===== src/rtl/systolic_pe_q88.sv =====
// systolic_pe_q88: one weight-stationary multiply-accumulate cell of a
// systolic-array matrix unit, signed fixed point (default Q8.8).
//   - Activations enter from the left and are forwarded right.
//   - Weights stream down the column into a shadow register. A switch pulse
//     promotes the shadow weight to the active weight.
//   - Each valid cycle produces psum_out = input * active_w + psum_in.
// Every output is registered, one cycle from input to output.
// Build option PE_SATURATE_EN: when defined, the product and the sum clamp to
// the signed range on overflow. When undefined, both wrap (two's complement).
// Inside the range both builds give identical results.
module systolic_pe_q88 #(
  parameter int DATA_W = 16,
  parameter int FRAC_W = 8
) (
  input  logic              clk,
  input  logic              rst,
  input  logic              pe_valid_in,
  input  logic              pe_accept_w_in,
  input  logic [DATA_W-1:0] pe_input_in,
  input  logic [DATA_W-1:0] pe_weight_in,
  input  logic [DATA_W-1:0] pe_psum_in,
  input  logic              pe_switch_in,
  output logic              pe_valid_out,
  output logic              pe_switch_out,
  output logic [DATA_W-1:0] pe_input_out,
  output logic [DATA_W-1:0] pe_weight_out,
  output logic [DATA_W-1:0] pe_psum_out
);

  localparam int PW = 2 * DATA_W;   // full product width
  localparam int SW = PW - FRAC_W;  // product width after dropping fraction bits
  localparam logic [PW-1:0] RND = {{(PW-1){1'b0}}, 1'b1} << (FRAC_W - 1);

`ifdef PE_SATURATE_EN
  localparam logic [DATA_W-1:0] S_MAX = {1'b0, {(DATA_W-1){1'b0}}} | {1'b0, {(DATA_W-1){1'b1}}};
  localparam logic [DATA_W-1:0] S_MIN = {1'b1, {(DATA_W-1){1'b0}}};
  logic prod_ovf;
  logic sum_ovf;
`endif

  // Architectural state
  logic              valid_q,  valid_d;
  logic              switch_q, switch_d;
  logic [DATA_W-1:0] input_q,  input_d;
  logic [DATA_W-1:0] weight_q, weight_d;
  logic [DATA_W-1:0] psum_q,   psum_d;
  logic [DATA_W-1:0] active_w_q, active_w_d;
  logic [DATA_W-1:0] shadow_w_q, shadow_w_d;

  // Datapath intermediates
  logic [PW-1:0]     prod;
  logic [PW-1:0]     prod_rnd;
  logic [SW-1:0]     prod_sh;
  logic [DATA_W-1:0] prod_red;
  logic [DATA_W:0]   sum;
  logic [DATA_W-1:0] sum_red;

  // Rounded product of the activation and the active weight, then add psum_in.
  always_comb begin
    // Size casts of signed operands sign-extend, giving the full signed product.
    prod     = PW'($signed(pe_input_in)) * PW'($signed(active_w_q));
    prod_rnd = prod + RND;
    // Dropping the low FRAC_W bits of the signed value is an arithmetic shift.
    prod_sh  = prod_rnd[PW-1:FRAC_W];
`ifdef PE_SATURATE_EN
    // Overflow when the bits above the result sign are not all copies of it.
    prod_ovf = !((&prod_sh[SW-1:DATA_W-1]) || !(|prod_sh[SW-1:DATA_W-1]));
    prod_red = prod_ovf ? (prod_sh[SW-1] ? S_MIN : S_MAX) : prod_sh[DATA_W-1:0];
`else
    prod_red = prod_sh[DATA_W-1:0];
`endif
    sum = {prod_red[DATA_W-1], prod_red} + {pe_psum_in[DATA_W-1], pe_psum_in};
`ifdef PE_SATURATE_EN
    sum_ovf = sum[DATA_W] != sum[DATA_W-1];
    sum_red = sum_ovf ? (sum[DATA_W] ? S_MIN : S_MAX) : sum[DATA_W-1:0];
`else
    sum_red = sum[DATA_W-1:0];
`endif
  end

  // Bits consumed only by the saturating build, or never needed at all.
  logic unused_bits;
  assign unused_bits = ^{prod_rnd[FRAC_W-1:0], prod_sh[SW-1:DATA_W], sum[DATA_W]};

  // Next-state selection for weights, forwarding registers and MAC result.
  always_comb begin
    // NOTE: every variable gets a default first so no path leaves it unassigned, which would infer a latch.
    valid_d    = pe_valid_in;
    switch_d   = pe_switch_in;
    input_d    = input_q;
    weight_d   = '0;
    psum_d     = '0;
    active_w_d = active_w_q;
    shadow_w_d = shadow_w_q;

    if (pe_accept_w_in) begin
      shadow_w_d = pe_weight_in;
      weight_d   = pe_weight_in;
    end
    // Promote the shadow value from before this edge. A weight accepted in
    // the same cycle lands in the shadow and waits for the next switch.
    if (pe_switch_in) begin
      active_w_d = shadow_w_q;
    end
    // The MAC reads active_w_q, so a switch in a valid cycle takes effect
    // from the following cycle.
    if (pe_valid_in) begin
      input_d = pe_input_in;
      psum_d  = sum_red;
    end
  end

  // State registers with synchronous active-high reset. Reset also discards loaded weights.
  always_ff @(posedge clk) begin
    // NOTE: non-blocking assignments make every register take its value from before the edge.
    if (rst) begin
      valid_q    <= 1'b0;
      switch_q   <= 1'b0;
      input_q    <= '0;
      weight_q   <= '0;
      psum_q     <= '0;
      active_w_q <= '0;
      shadow_w_q <= '0;
    end else begin
      valid_q    <= valid_d;
      switch_q   <= switch_d;
      input_q    <= input_d;
      weight_q   <= weight_d;
      psum_q     <= psum_d;
      active_w_q <= active_w_d;
      shadow_w_q <= shadow_w_d;
    end
  end

  assign pe_valid_out  = valid_q;
  assign pe_switch_out = switch_q;
  assign pe_input_out  = input_q;
  assign pe_weight_out = weight_q;
  assign pe_psum_out   = psum_q;

endmodule


===== config.mk =====
export PLATFORM = sky130hd
export DESIGN_NAME = systolic_pe_q88
export DESIGN_NICKNAME = d
export VERILOG_FILES = /design/src/rtl/systolic_pe_q88.sv
export SDC_FILE = /design/constraint.sdc
export NUM_CORES = 1
export LEC_CHECK = 0
export ABC_AREA = 0
export CAP_MARGIN = 20
export CORE_UTILIZATION = 60
export CTS_CLUSTER_DIAMETER = 60
export DETAILED_ROUTE_END_ITERATION = 10
export GPL_TIMING_DRIVEN = 0
export PLACE_DENSITY = 0.94
export SLEW_MARGIN = 20
export SYNTH_ARGS = -nofsm -noshare
export SYNTH_HDL_FRONTEND = slang
export SYNTH_SLANG_ARGS = --single-unit

===== constraint.sdc =====
create_clock -name clk -period 10.6 [get_ports clk]
set_input_delay 2.65 -clock clk [delete_from_list [all_inputs] [get_ports clk]]
set_output_delay 2.65 -clock clk [all_outputs]
set_load 0.02 [all_outputs]

==> impl_results.md, run 1 <==
- HPWL Detailed: 20,600 microns
- Placed cell area: 11,800 sq um
- Max Freq: 97.8 MHz
- Part of the power in registers: 0.272
- Routability cong.: 0.954
- Average size of a mapped cell: 9.13 sq um
- Reg2reg start: active_w_q[7]$_SDFFE_PP0P_
- Clock Latency Late Sink: 360 ps
- Most common cell after layout, fill and taps aside: inv_1
- Synthesis-stage register bit count: 82
- Final hold slack: 498 ps
- Antenna violations before repair: 0
- Leakage: 5.91 nW
- Final hold violations: 0
- Count of final max-slew check failures: 0
- DR vias/cell: 5.51
- Slowest CP cell: clkdlybuf4s50_1
- Worst Tran Pin Value: 756 ps
- R2R setup slack: 2600 ps
- Worst min-delay path startpoint: pe_input_out[7]$_SDFFE_PP0P_
- Sequential area share after synthesis: 0.155
- Post-route setup TNS: 0 ps
- Crit path largest cell delay: 690 ps
- Total power: 1.28 mW
- Clock power share: 0.266
- # diodes: 0
- Htree depth: 3
- Worst Path Max Fanout: 10
- CTS Buf Count: 9
- Input/output buffers: 97
- Post-layout nets: 1,590
- Largest family of logic cells by synthesized area: adder cells
- CTS Buffer Depth: 2
- Worst r2r dst: pe_psum_out[15]$_SDFF_PP0_
- Clk slew on worst S/H paths: 70 ps
- Die Height: 135 microns
- DIE AREA: 18,100 sq um
- Area grow syn2layout: 14.8%
- Max Cap Viol: 0
- Headroom to the max-slew limit: 0.496
- Compound-gate portion of the synthesized area: 0.0379
- Largest net degree at the start of global routing: 17
- RSZ-0062 raised after global routing: no
- CP required: 10,830 ps
- Chip width: 135 microns
- Layout cells sized above 1: 0.0228
- Finished Cell Area: 12,100 sq um
- Power Dens Cells: 106 nW/um^2
- Setup crit end kind: flip-flop
- Gr usage total: 0.303
- Warning count from the yosys run: 0
- Sw frac: 0.389
- Worst R2R Path Depth: 29
- Most common cell on crit path: fa_1
- Final setup viols: 0
- Peak supply drop: 0.102 mV
- Syn nets: 1,482
- I/O pin total: 103
- Wire per inst: 17.3 microns
- P_sw: 499 uW
- DR iter-0 viols: 576
- Routed Antenna Nets: 0
- Crit Path Class: primary input to flip-flop
- Cell internal pwr: 783 uW
- Synth unique cells: 43
- Worst Hold Class: flip-flop to flip-flop
- Fin crit share: 0.965
- # DRC: 0
- Overflow after GRT: 0
- Worst Path Arrival: 10,450 ps
- Status: complete, no violations
- Vias: 8,234
- Root buf cell: clkbuf_16
- Core Rows: 48
- Most frequent cells in the layout: 249 x inv_1, 188 x fa_1, 121 x and2_1
- Post-Route WL: 25,900 microns
- Worst hold stages: 2
- Post-Synth XOR/XNOR Area: 0.0378
- Final Skew: 14.2 ps
- Drt pass-1 iters: 5
- Period minus WS final: 10,230 ps
- Worst setup SP type: primary input
- Cells after synthesis: 1,157
- Number of global-route vias before repair: 8,947
- Num Clock Sinks: 82
- Post-Syn Area: 10,600 sq um
- Core area: 17,200 sq um
- First-pass GRT wire length: 42,100 microns
- Adder-Cell Fraction of Synth Area: 0.456
- Initial Utilization: 0.613
- Comb pwr share: 0.461
- Mux cell area share after synthesis: 0.0455
- TritonCTS clock tree: done
- Hold Path End: pe_input_out[7]$_SDFFE_PP0P_
- Area share of and/or/nand/nor cells after synthesis: 0.163
[worst max-delay path: cells and delay by family]
kind / cells / cell delay, ps
adders and majority gates: 8 / 3210
and+or+nand+nor: 5 / 1000
buffers and inverters: 6 / 1380
xor gates and xnor gates: 2 / 260
AOI/OAI and AO/OA: 8 / 1930
[metal layers]
| layer | vias to the layer above | part of all wire | global-route usage |
|---|---|---|---|
| met5 | - | 0 | 0 |
| met4 | 0 | 0.051 | 0.160 |
| met3 | 116 | 0.073 | 0.0492 |
| met2 | 376 | 0.52 | 0.539 |
| met1 | 4088 | 0.36 | 0.350 |
| li1 | 3654 | - | - |
[power by group through the flow]
stage / Sequential, mW / Combinational, mW / Clock [mW]
after floorplan: 0.382 / 0.381 / 0
after global placement: 0.354 / 0.548 / 0
after detailed placement: 0.356 / 0.582 / 0
after CTS: 0.349 / 0.589 / 0.342
after global routing: 0.351 / 0.658 / 0.352
final: 0.349 / 0.592 / 0.342
[worst max path at each step]
stage / startpoint / to / cells after the start
global route: pe_input_in[4] / pe_psum_out[15]$_SDFF_PP0_ / 29
CTS: pe_input_in[7] / pe_psum_out[15]$_SDFF_PP0_ / 29
global placement: pe_input_in[8] / pe_psum_out[15]$_SDFF_PP0_ / 27
floorplan: pe_input_in[9] / pe_psum_out[15]$_SDFF_PP0_ / 27
finish: pe_input_in[4] / pe_psum_out[15]$_SDFF_PP0_ / 29
detailed placement: pe_input_in[8] / pe_psum_out[15]$_SDFF_PP0_ / 27
[cells by family (layout without fill, tap and decap cells)]
group                    Yosys count  count (layout)
adder cells (fa/ha/maj)          272             272
AO/OA/AOI/OAI                     59              59
flip-flops                        82              82
AND/OR/NAND/NOR                  356             356
multiplexers                      48              48
buffers and inverters            296             409
XOR/XNOR                          44              44
[state kept, by name, summed over array words and instances, names as in the netlist]
signal	count
pe_valid_out	1
pe_weight_out	16
pe_psum_out	16
pe_switch_out	1
pe_input_out	16
active_w_q	16
shadow_w_q	16
[final cells by class]
cell class / count / area (sq um)
Timing Repair Buffer: 97 / 971
Buffer: 47 / 184
Clock inverter: 7 / 83.8
Fill cell: 1191 / 5100
Multi-Input combinational cell: 779 / 7820
Inverter: 249 / 935
Tap cell: 225 / 282
Clock buffer: 9 / 225
Sequential cell: 82 / 1640
[Yosys cell counts]
cell type | count | share of area
and3_1 | 1 | 0.00059
a311oi_1 | 1 | 0.00083
a2111o_1 | 1 | 0.0011
buf_1 | 1 | 0.00035
xor2_1 | 5 | 0.0041
inv_1 | 249 | 0.088
nor3b_1 | 2 | 0.0014
o21ba_2 | 1 | 0.00095
o2bb2ai_1 | 1 | 0.00083
a2111oi_2 | 1 | 0.0014
nand2b_1 | 7 | 0.0041
a2111oi_0 | 1 | 0.00083
nand4_1 | 4 | 0.0024
o31ai_1 | 3 | 0.0021
xnor2_1 | 38 | 0.031
o211ai_1 | 1 | 0.00071
a21oi_1 | 11 | 0.0052
nor2_1 | 81 | 0.029
nor2_2 | 1 | 0.00059
a221oi_1 | 1 | 0.00083
a21o_2 | 1 | 0.00083
dfxtp_1 | 82 | 0.16
o21a_1 | 2 | 0.0014
nand2_1 | 119 | 0.042
nor3_1 | 6 | 0.0028
nor2b_1 | 4 | 0.0024
nand3_1 | 5 | 0.0024
ha_1 | 84 | 0.099
o21ai_0 | 13 | 0.0062
o21bai_1 | 5 | 0.0036
or2_2 | 2 | 0.0012
a31oi_1 | 3 | 0.0018
or3_1 | 1 | 0.00059
a211oi_1 | 3 | 0.0021
xnor3_1 | 1 | 0.0021
or4_4 | 1 | 0.0011
fa_1 | 188 | 0.36
a21o_1 | 9 | 0.0064
a41oi_1 | 1 | 0.00083
nor4_1 | 1 | 0.00059
clkbuf_1 | 46 | 0.016
mux2i_1 | 48 | 0.045
and2_1 | 121 | 0.072
[stage by stage]
stage / setup slack, ps / utilization / instances
6_report: 375 / 0.704 / 1495
3_5_place_dp: 119 / 0.686 / 1479
4_1_cts: 422 / 0.704 / 1495
2_1_floorplan: 1570 / - / 1157
5_1_grt: 5.55 / 0.704 / 1495
3_3_place_gp: 296 / 0.686 / 1479
[what timing repair did]
action                     CTS  global route
resized for setup            0            12
setup endpoints to repair    0             1
setup buffers                0             0
hold buffers                 0             0
Note: power is estimated with default switching activity, not from simulation.
==> run 2: changes to the inputs <==
--- a/config.mk
+++ b/config.mk
@@ -7,11 +7,11 @@
 export LEC_CHECK = 0
 export ABC_AREA = 0
 export CAP_MARGIN = 20
-export CORE_UTILIZATION = 60
+export CORE_UTILIZATION = 55
 export CTS_CLUSTER_DIAMETER = 60
 export DETAILED_ROUTE_END_ITERATION = 10
 export GPL_TIMING_DRIVEN = 0
-export PLACE_DENSITY = 0.94
+export PLACE_DENSITY = 0.88
 export SLEW_MARGIN = 20
 export SYNTH_ARGS = -nofsm -noshare
 export SYNTH_HDL_FRONTEND = slang
==> impl_results.md, run 2 (synthesis gave the netlist of run 1 again) <==
- Worst Hold Class: flip-flop to flip-flop
- Overflow after GRT: 0 (unchanged)
- Worst setup SP type: primary input
- Core area: 18,800 sq um (+8.9%)
- First-pass GRT wire length: 41,500 microns (-1.4%)
- Post-cts repair resize count: 0 (unchanged)
- Number of global-route vias before repair: 8,719 (-2.5%)
- Final hold violations: 0 (unchanged)
- Max Freq: 97.2 MHz (-0.58%)
- Area grow syn2layout: 14.7% (about the same)
- DP Worst Slack: 158 ps (+38.9 ps)
- Wire per inst: 16.8 microns (-2.9%)
- Leakage: 5.88 nW (-0.57%)
- HPWL Detailed: 20,500 microns (-0.60%)
- Fin crit share: 0.970 (+0.00562)
- CP required: 10,820 ps (about the same)
- Worst Path Arrival: 10,510 ps (+60 ps)
- Setup slack after layout: 315 ps (-59.6 ps)
- Worst Tran Pin Value: 804 ps (+47.9 ps)
- Setup crit end kind: flip-flop
- Met3 wire length: 1780 microns (-5.5%)
- # DRC: 0 (unchanged)
- Status: complete, no violations
- Cts hold-fix bufs: 0 (unchanged)
- Vias: 8,164 (-0.85%)
- Routed Antenna Nets: 0 (unchanged)
- Power Dens Cells: 103 nW/um^2 (-2.3%)
- Initial Utilization: 0.563 (-0.0500)
- Crit Path Class: primary input to flip-flop
- Worst min-delay path startpoint: shadow_w_q[1]$_SDFFE_PP0P_
- Detail Route met2 WL: 13,000 microns (-3.0%)
- Input/output buffers: 97 (unchanged)
- Critical path launch point: pe_input_in[8]
- TritonCTS clock tree: done
- Drt pass-1 iters: 5 (unchanged)
- Period minus WS final: 10,290 ps (+59.6 ps)
- Clock Latency Late Sink: 360 ps (about the same)
- Reg2reg start: active_w_q[7]$_SDFFE_PP0P_
- Core Rows: 50 (+4.2%)
- Post-route setup TNS: 0 ps (unchanged)
- Root buf cell: clkbuf_16
- CTS Buffer Depth: 2 (unchanged)
- Num Clock Sinks: 82 (unchanged)
- Headroom to the max-slew limit: 0.464 (-0.0319)
- DR top layer: met4
- Final Skew: 15.2 ps (+1.01 ps)
- Max Cap Viol: 0 (unchanged)
- Clk slew on worst S/H paths: 80 ps (about the same)
- Post-Route WL: 25,300 microns (-2.3%)
- Count of final max-slew check failures: 0 (unchanged)
- Layout cells sized above 1: 0.0181 (-0.00472)
- DR iter-0 viols: 497 (-14%)
- DR vias/cell: 5.42 (-1.5%)
- Die Height: 141 microns (+4.4%)
- Htree depth: 3 (unchanged)
- DIE AREA: 19,800 sq um (+9.0%)
- Chip width: 141 microns (+4.4%)
- Post-layout nets: 1,590 (unchanged)
- Worst Path Max Fanout: 10 (unchanged)
- RSZ-0062 raised after global routing: no
- Wl on met1: 9360 microns (+0.54%)
- Gr usage total: 0.272 (-0.0314)
- Routability cong.: 0.946 (-0.81%)
- Peak supply drop: 0.117 mV (+15%)
- Final setup viols: 0 (unchanged)
- I/O pin total: 103 (unchanged)
- Most common cell after layout, fill and taps aside: inv_1
- Antenna violations before repair: 0 (unchanged)
- Post-CTS Setup Inserts: 0 (unchanged)
- Most frequent cells in the layout: 249 x inv_1, 188 x fa_1, 121 x and2_1
- CTS Buf Count: 9 (unchanged)
- Largest net degree at the start of global routing: 18 (+1)
==> run 2: cell count changes in the layout (fill, tap and decap cells not counted), sizes merged <==
cell | before | now
bufinv | 1 | 0
clkinv | 2 | 0
clkinvlp | 0 | 2
diode | 0 | 1
inv | 253 | 254
==> run 2: area by class of cell <==
type                    count  area [sq um]
well taps                 234           293
clock inverters             7          66.3
plain buffers              47           176
diodes                      1          2.50
repair buffers             97           971
fillers                  1446          6640
inverters                 249           935
multi-input cells         779          7820
flip-flops and latches     82          1640
clock buffers               9           225
==> run 2: report_power, final <==
group          leakage (nW)  switching [mW]  internal [mW]
sequential            0.674          0.0126          0.336
combinational          5.07           0.326          0.258
clock                 0.138           0.153          0.166
total                  5.88           0.491          0.760
==> run 2: routing by layer <==
| layer | track usage | up-vias |
|---|---|---|
| met4 | 0.138 | 0 |
| li1 | - | 3665 |
| met1 | 0.317 | 4027 |
| met5 | 0 | - |
| met2 | 0.477 | 378 |
| met3 | 0.0520 | 94 |
==> run 2: through the flow <==
stage	utilization	std cells	hold slack [ps]	cell area (sq um)	total power, mW
final	0.646	1505	494	12100	1.25
after global routing	0.646	1504	522	12100	1.34
after CTS	0.646	1504	501	12100	1.25
after detailed placement	0.630	1488	483	11800	0.934
after global placement	0.630	1488	474	11800	0.907
after floorplan	-	1157	460	10600	0.763
==> run 2: worst max-delay path, cell delays in order <==
cell and delay (ps):
clkdlybuf4s50_1 780, clkbuf_1 530, nand2_1 150, fa_1 490
fa_1 460, fa_1 550, inv_1 60, fa_1 450
fa_1 510, inv_1 50, fa_1 470, inv_1 40
ha_1 340, a2111o_1 430, a31oi_1 220, o31ai_1 160
a2111oi_2 480, nor2_1 180, nor2_1 150, ha_1 280
o21ai_0 130, o21bai_1 150, a21oi_1 160, o21ai_0 160
a31oi_1 260, xor2_1 180, nor2_1 50
==> run 2: worst paths after layout <==
check | to | slack [ps] | depth (start not counted)
max | pe_psum_out[15]$_SDFF_PP0_ | 310 | 27
min | active_w_q[1]$_SDFFE_PP0P_ | 490 | 2
max reg2reg | pe_psum_out[15]$_SDFF_PP0_ | 2660 | 29
min reg2reg | active_w_q[1]$_SDFFE_PP0P_ | 490 | 2
